==> config.mk <==
export PLATFORM = sky130hd
export DESIGN_NAME = input_port_buffer
export DESIGN_NICKNAME = d
export VERILOG_FILES = /design/src/rtl/input_port_buffer.sv
export SDC_FILE = /design/constraint.sdc
export NUM_CORES = 1
export LEC_CHECK = 0
export CAP_MARGIN = 20
export CELL_PAD_IN_SITES_DETAIL_PLACEMENT = 1
export CELL_PAD_IN_SITES_GLOBAL_PLACEMENT = 1
export CORE_ASPECT_RATIO = 1.25
export CORE_MARGIN = 10
export CORE_UTILIZATION = 35
export DETAILED_ROUTE_END_ITERATION = 8
export HOLD_SLACK_MARGIN = 0.08
export PLACE_DENSITY_LB_ADDON = 0.25
export SETUP_SLACK_MARGIN = 0.02
export SKIP_LAST_GASP = 1
export SLEW_MARGIN = 15
export SYNTH_ARGS = -nofsm -noshare
export SYNTH_HDL_FRONTEND = slang
export SYNTH_SLANG_ARGS = --single-unit
==> constraint.sdc <==
create_clock -name clk -period 3.3 [get_ports clk]
set_input_delay 0.495 -clock clk [delete_from_list [all_inputs] [get_ports clk]]
set_output_delay 0.495 -clock clk [all_outputs]
set_load 0.02 [all_outputs]
==> src/rtl/input_port_buffer.sv <==
// input_port_buffer: router input-port FIFO with packet-protocol checking.
//   Flits are pushed with an in_valid/in_ready handshake. A two-state
//   protocol FSM (IDLE expects a header, PKT expects a body or a tail) drops
//   malformed flits and flags each drop with a one-cycle proto_err pulse.
//   The head flit is offered to the arbiter through req/grant. length gives
//   the packet length for the arbiter timer.
// Ports:
//   clk, rst             clock, synchronous active-high reset
//   in_valid/in_flit     upstream flit; in_ready = room available
//   grant / req          arbiter handshake; pop = grant && req
//   flit_id, out_flit    head flit (0 when empty)
//   length               header length of the current packet
//   count                occupancy, 0..DEPTH
//   proto_err            pulse one cycle after a malformed flit is dropped
// DEPTH must be a power of 2 and at least 2. FLIT_W must be at least 16.
module input_port_buffer #(
  parameter int DEPTH  = 4,
  parameter int FLIT_W = 32
) (
  input  logic                     clk,
  input  logic                     rst,
  input  logic                     in_valid,
  input  logic [FLIT_W-1:0]        in_flit,
  output logic                     in_ready,
  input  logic                     grant,
  output logic                     req,
  output logic [2:0]               flit_id,
  output logic [11:0]              length,
  output logic [FLIT_W-1:0]        out_flit,
  output logic [$clog2(DEPTH):0]   count,
  output logic                     proto_err
);
  localparam int AW = $clog2(DEPTH);
  localparam int CW = AW + 1;

  localparam logic [2:0] ID_HDR  = 3'b001;
  localparam logic [2:0] ID_BODY = 3'b010;
  localparam logic [2:0] ID_TAIL = 3'b100;

  typedef enum logic {IDLE, PKT} state_e;

  state_e            state_q, state_d;
  logic [AW-1:0]     wr_ptr_q, wr_ptr_d, rd_ptr_q, rd_ptr_d;
  logic [CW-1:0]     count_q, count_d;
  logic [11:0]       hdr_len_q, hdr_len_d;
  logic              proto_err_q, proto_err_d;
  logic [FLIT_W-1:0] mem_q [DEPTH];

  logic              push, pop, wr, well_formed, not_empty;
  logic [2:0]        in_id, head_id;
  logic [FLIT_W-1:0] head;

  // Ready and req both come from registered count only. A pop therefore
  // cannot open a slot in the same cycle, and a full buffer refuses a push
  // even while it is being drained.
  assign not_empty = (count_q != '0);
  assign in_ready  = rst ? 1'b1 : (count_q < CW'(DEPTH));
  assign req       = !rst && not_empty;

  assign push  = in_valid && in_ready;
  assign pop   = grant && req;
  assign in_id = in_flit[FLIT_W-1 -: 3];

  assign head     = mem_q[rd_ptr_q];
  assign head_id  = head[FLIT_W-1 -: 3];
  assign out_flit = req ? head : '0;
  assign flit_id  = out_flit[FLIT_W-1 -: 3];
  // A header at the head supplies its own length. Bodies and tails use the
  // length latched when their header was popped.
  assign length   = rst ? 12'd0 :
                    (req && head_id == ID_HDR) ? head[11:0] : hdr_len_q;
  assign proto_err = proto_err_q;
  assign count     = count_q;

  // Protocol FSM: classify the incoming flit and advance on well-formed pushes.
  always_comb begin
    state_d     = state_q;
    well_formed = 1'b0;
    case (state_q)
      IDLE: begin
        well_formed = (in_id == ID_HDR);
        if (push && well_formed) state_d = PKT;
      end
      PKT: begin
        well_formed = (in_id == ID_BODY) || (in_id == ID_TAIL);
        if (push && in_id == ID_TAIL) state_d = IDLE;
      end
      default: state_d = IDLE;
    endcase
  end

  // A malformed flit still completes its handshake. It is dropped here.
  assign wr = push && well_formed;

  always_comb begin
    wr_ptr_d    = wr  ? wr_ptr_q + AW'(1) : wr_ptr_q;
    rd_ptr_d    = pop ? rd_ptr_q + AW'(1) : rd_ptr_q;
    hdr_len_d   = (pop && head_id == ID_HDR) ? head[11:0] : hdr_len_q;
    proto_err_d = push && !well_formed;
    count_d     = count_q;
    case ({wr, pop})
      2'b10:   count_d = count_q + CW'(1);
      2'b01:   count_d = count_q - CW'(1);
      default: count_d = count_q;
    endcase
  end

  always_ff @(posedge clk) begin
    if (rst) begin
      state_q     <= IDLE;
      wr_ptr_q    <= '0;
      rd_ptr_q    <= '0;
      count_q     <= '0;
      hdr_len_q   <= '0;
      proto_err_q <= 1'b0;
    end else begin
      state_q     <= state_d;
      wr_ptr_q    <= wr_ptr_d;
      rd_ptr_q    <= rd_ptr_d;
      count_q     <= count_d;
      hdr_len_q   <= hdr_len_d;
      proto_err_q <= proto_err_d;
    end
  end

  // Storage is not reset. Stale entries are unreachable once count is 0.
  always_ff @(posedge clk) begin
    if (wr && !rst) mem_q[wr_ptr_q] <= in_flit;
  end
endmodule

==> out/metrics.csv <==
stage;metric;value;unit
yosys;#FFs+latches synth;151;
drt;vias;3256;
clock_tree;clock latency on the worst-skew pair;0.42;ns
layout;ratio of cells with drive above 1 in the final layout;0.193;
yosys;Mapped Area;6140;um^2
global_route;Remaining Overflow, GRT;0;
clock_tree;CTS tree;yes;
yosys;most common cell in the synthesized netlist;edfxtp_1;
status;status;finished clean;
drt;1st-pass router iterations;4;
yosys;Syn Area/Cell;17.9;um^2
drt;Vias/cell;4.75;
yosys;synth cell count leaders;edfxtp_1, and2_1, mux4_2;
placed_design;GP Congestion;0.669;
global_route;Tot GR Track Use;0.120;
clock_tree;postcts setup bufs;0;
placed_design;Buffers on Ports;88;
drt;WL/cell;19.7;um
sta;Final Hold Viols;0;
sta;measured slew at the worst slew-check pin;0.442;ns
critical_path;R2R cell count;10;
yosys;Synth top area share;0.626;
clock_tree;Sinks on Clock Net;151;
critical_path;critical path cell sequence;mux4_2 > nor2_4 > nand3_4 > mux2i_1 > clkdlybuf4s50_1;
critical_path;endpoint class of the critical path;primary output;
critical_path;CP peak stage delay;0.63;ns
critical_path;Critical Path Fanout Max;6;
floorplan;num ports;89;
worst_hold_path;Hold Path Class;reg2reg;
clock_tree;CTS Buf Count;17;
global_route;initial antenna violation count;1;
power;IR drop worst, VDD;321;uV
critical_path;R2R Setup Slk;0.85;ns
yosys;post-synthesis sequential area ratio;0.700;
layout;final net count;490;
drt;DRC viols;0;
worst_hold_path;Hold Path Cell Cnt;2;
yosys;Mapped Nets;386;
yosys;ys async rst share;0;
yosys;Ys Warns;0;
sta;Tcrit/Tclk final;0.958;
yosys;Cells after Synth;344;
placed_design;Cell Area, Placed;7330;um^2
clock_tree;CTS Root Cell;clkbuf_16;
global_route;vias in the first global route;3792;
floorplan;Site Rows;54;
sta;Worst Clk Skew;0.00851;ns
critical_path;CP Data Arrival Time;2.67;ns
drt;Total Routed Length;13500;um
drt;ANT nets after route;0;
floorplan;Chip Height;168;um
floorplan;die area;23300;um^2
yosys;synth unique cells;34;
sta;Peak Freq;316;MHz
clock_tree;# hold bufs at CTS;0;
clock_tree;clock transition at the registers of the reported paths;0.06;ns
run;max-cap violations;0;
layout;Multi-input gate area;1720;um^2
critical_path;Worst EP required;2.80;ns
floorplan;initial core utilization;0.354;
floorplan;Core Region;17400;um^2
sta;min cycle time layout;3.16;ns
layout;fillers;1673;
critical_path;Setup CP Type;reg2out;
yosys;biggest area consumer among synthesized cells;edfxtp_1;
floorplan;Die X;139;um
worst_hold_path;Hold EP;hdr_len_q[4]$_SDFFE_PP0P_;
clock_tree;clk buf depth;2;
yosys;Top FF cell, synth;edfxtp_1;
layout;register area;4310;um^2
drt;initial drt markers;139;
worst_hold_path;HP Start;hdr_len_q[4]$_SDFFE_PP0P_;
layout;final instance area;7940;um^2
critical_path;reg2reg end;count[2]$_SDFFE_PP0P_;
power;Leak Pwr;0.00279;uW
layout;P&R area growth vs syn;29.2;%
clock_tree;H-tree level count;4;
sta;final slew viol count;0;
critical_path;crit path launch type;register;
yosys;Area contributors post-synth;edfxtp_1, mux4_2, dfxtp_1, mux2i_1, and2_1;
placed_design;post-DP HPWL;8950;um
sta;setup TNS;0;ns
power;Cell Pwr Density;537;nW/um^2
critical_path;CP max stage cell;clkdlybuf4s50_1;
sta;Final setup violation count;0;
global_route;pin count of the biggest net entering global routing;34;
sta;RSZ-0062 raised after global routing;true;
sta;max_slew headroom;0.703;
global_route;global-route wire length before repair;21500;um
critical_path;worst reg2reg startpoint;state_q$_SDFF_PP0_;
yosys;EDFF count, synth;128;
-- metrics by stage --
| step | setup WS [ns] | total power [uW] | utilization | cells | hold slack [ns] |
|---|---|---|---|---|---|
| after floorplan | 0.917 | 2330 | - | 344 | 0.458 |
| after global placement | 0.251 | 2490 | 0.422 | 652 | 0.471 |
| after detailed placement | 0.183 | 2500 | 0.422 | 652 | 0.478 |
| after CTS | 0.0377 | 4320 | 0.456 | 685 | 0.493 |
| after global routing | 0.0200 | 4430 | 0.457 | 685 | 0.521 |
| final | 0.139 | 4270 | 0.457 | 686 | 0.490 |
-- layout make-up --
type                    instances  share of cell area
flip-flops and latches        151               0.542
multi-input cells             166               0.216
repair buffers                104               0.133
clock buffers                  19              0.0545
diodes                          1            0.000315
inverters                       8             0.00378
well taps                     224              0.0353
clock inverters                13              0.0153
-- how the worst max path moves through the flow --
stage / start / to / slack [ns] / depth (start not counted)
after floorplan: in_flit[31] / count[2]$_SDFFE_PP0P_ / 0.92 / 10
after global placement: in_flit[29] / count[2]$_SDFFE_PP0P_ / 0.25 / 11
after detailed placement: in_flit[29] / count[2]$_SDFFE_PP0P_ / 0.18 / 11
after CTS: register / length[0] / 0.04 / 5
after global routing: register / length[10] / 0.02 / 5
final: register / length[10] / 0.14 / 5
-- layout by cell type (no fill, tap or decap), drive strengths merged --
master,Yosys,layout
o31a,1,1
diode,0,1
mux4,32,32
xnor2,2,2
o31ai,1,1
nand2b,27,27
clkdlybuf4s50,0,79
dfxtp,23,23
and3,1,1
and4b,1,1
bufinv,0,1
clkbuf,7,19
or3,1,1
fa,1,1
and2,36,36
ha,5,5
edfxtp,128,128
nor2b,1,1
clkinvlp,0,2
o21ai,2,2
a221oi,1,1
buf,13,16
mux2,1,1
nand3,1,2
inv,8,11
nand2,2,2
nor4bb,1,1
a21oi,3,3
xor2,2,2
mux2i,25,25
nor3,3,3
dlymetal6s2s,0,9
nor3b,1,1
clkinv,0,7
nor2,14,14
-- critical path, delay by kind of cell, from the launching register on --
kind / cells / cell delay, ns
muxes: 2 / 0.79
buffers and inverters: 1 / 0.63
and+or+nand+nor: 2 / 0.41
DFF: 1 / 0.42
-- layer usage --
layer,up-vias,routed length (um),GRT usage
met5,-,0,0
met4,0,241,0.0551
met3,18,624,0.0360
met2,66,7200,0.213
met1,1654,5460,0.128
li1,1518,-,-
-- kinds of logic (layout without fill, tap and decap cells) --
| kind of cell | count (synthesis) | in the layout | share of synthesized area |
|---|---|---|---|
| DFF | 151 | 151 | 0.700 |
| and+or+nand+nor | 89 | 90 | 0.0859 |
| muxes | 58 | 58 | 0.160 |
| buffers and inverters | 28 | 144 | 0.0265 |
| AOI/OAI and AO/OA | 8 | 8 | 0.00815 |
| adders and majority gates | 6 | 6 | 0.0134 |
| xor gates and xnor gates | 4 | 4 | 0.00570 |
| other | 0 | 1 | 0 |
-- what timing repair did --
item                                    in CTS  in global routing
endpoints found under the setup margin      12                 14
gates resized for setup                      3                 10
hold endpoints to repair                     0                  0
gates cloned                                 1                  0
pin swaps                                    1                  0
-- registers in the layout, indices dropped and copies added, names as in the netlist, named ones only --
register	count
mem_q	128
hdr_len_q	12
count	3
rd_ptr_q	2
wr_ptr_q	2
proto_err	1
state_q	1
-- power by group --
| part | total [uW] | internal (uW) | switching [uW] |
|---|---|---|---|
| Combinational | 355 | 176 | 179 |
| Clock | 1810 | 1040 | 765 |
| Sequential | 2100 | 2090 | 12.5 |
| Total | 4270 | 3310 | 957 |
Note: power is estimated with default switching activity, not from simulation.
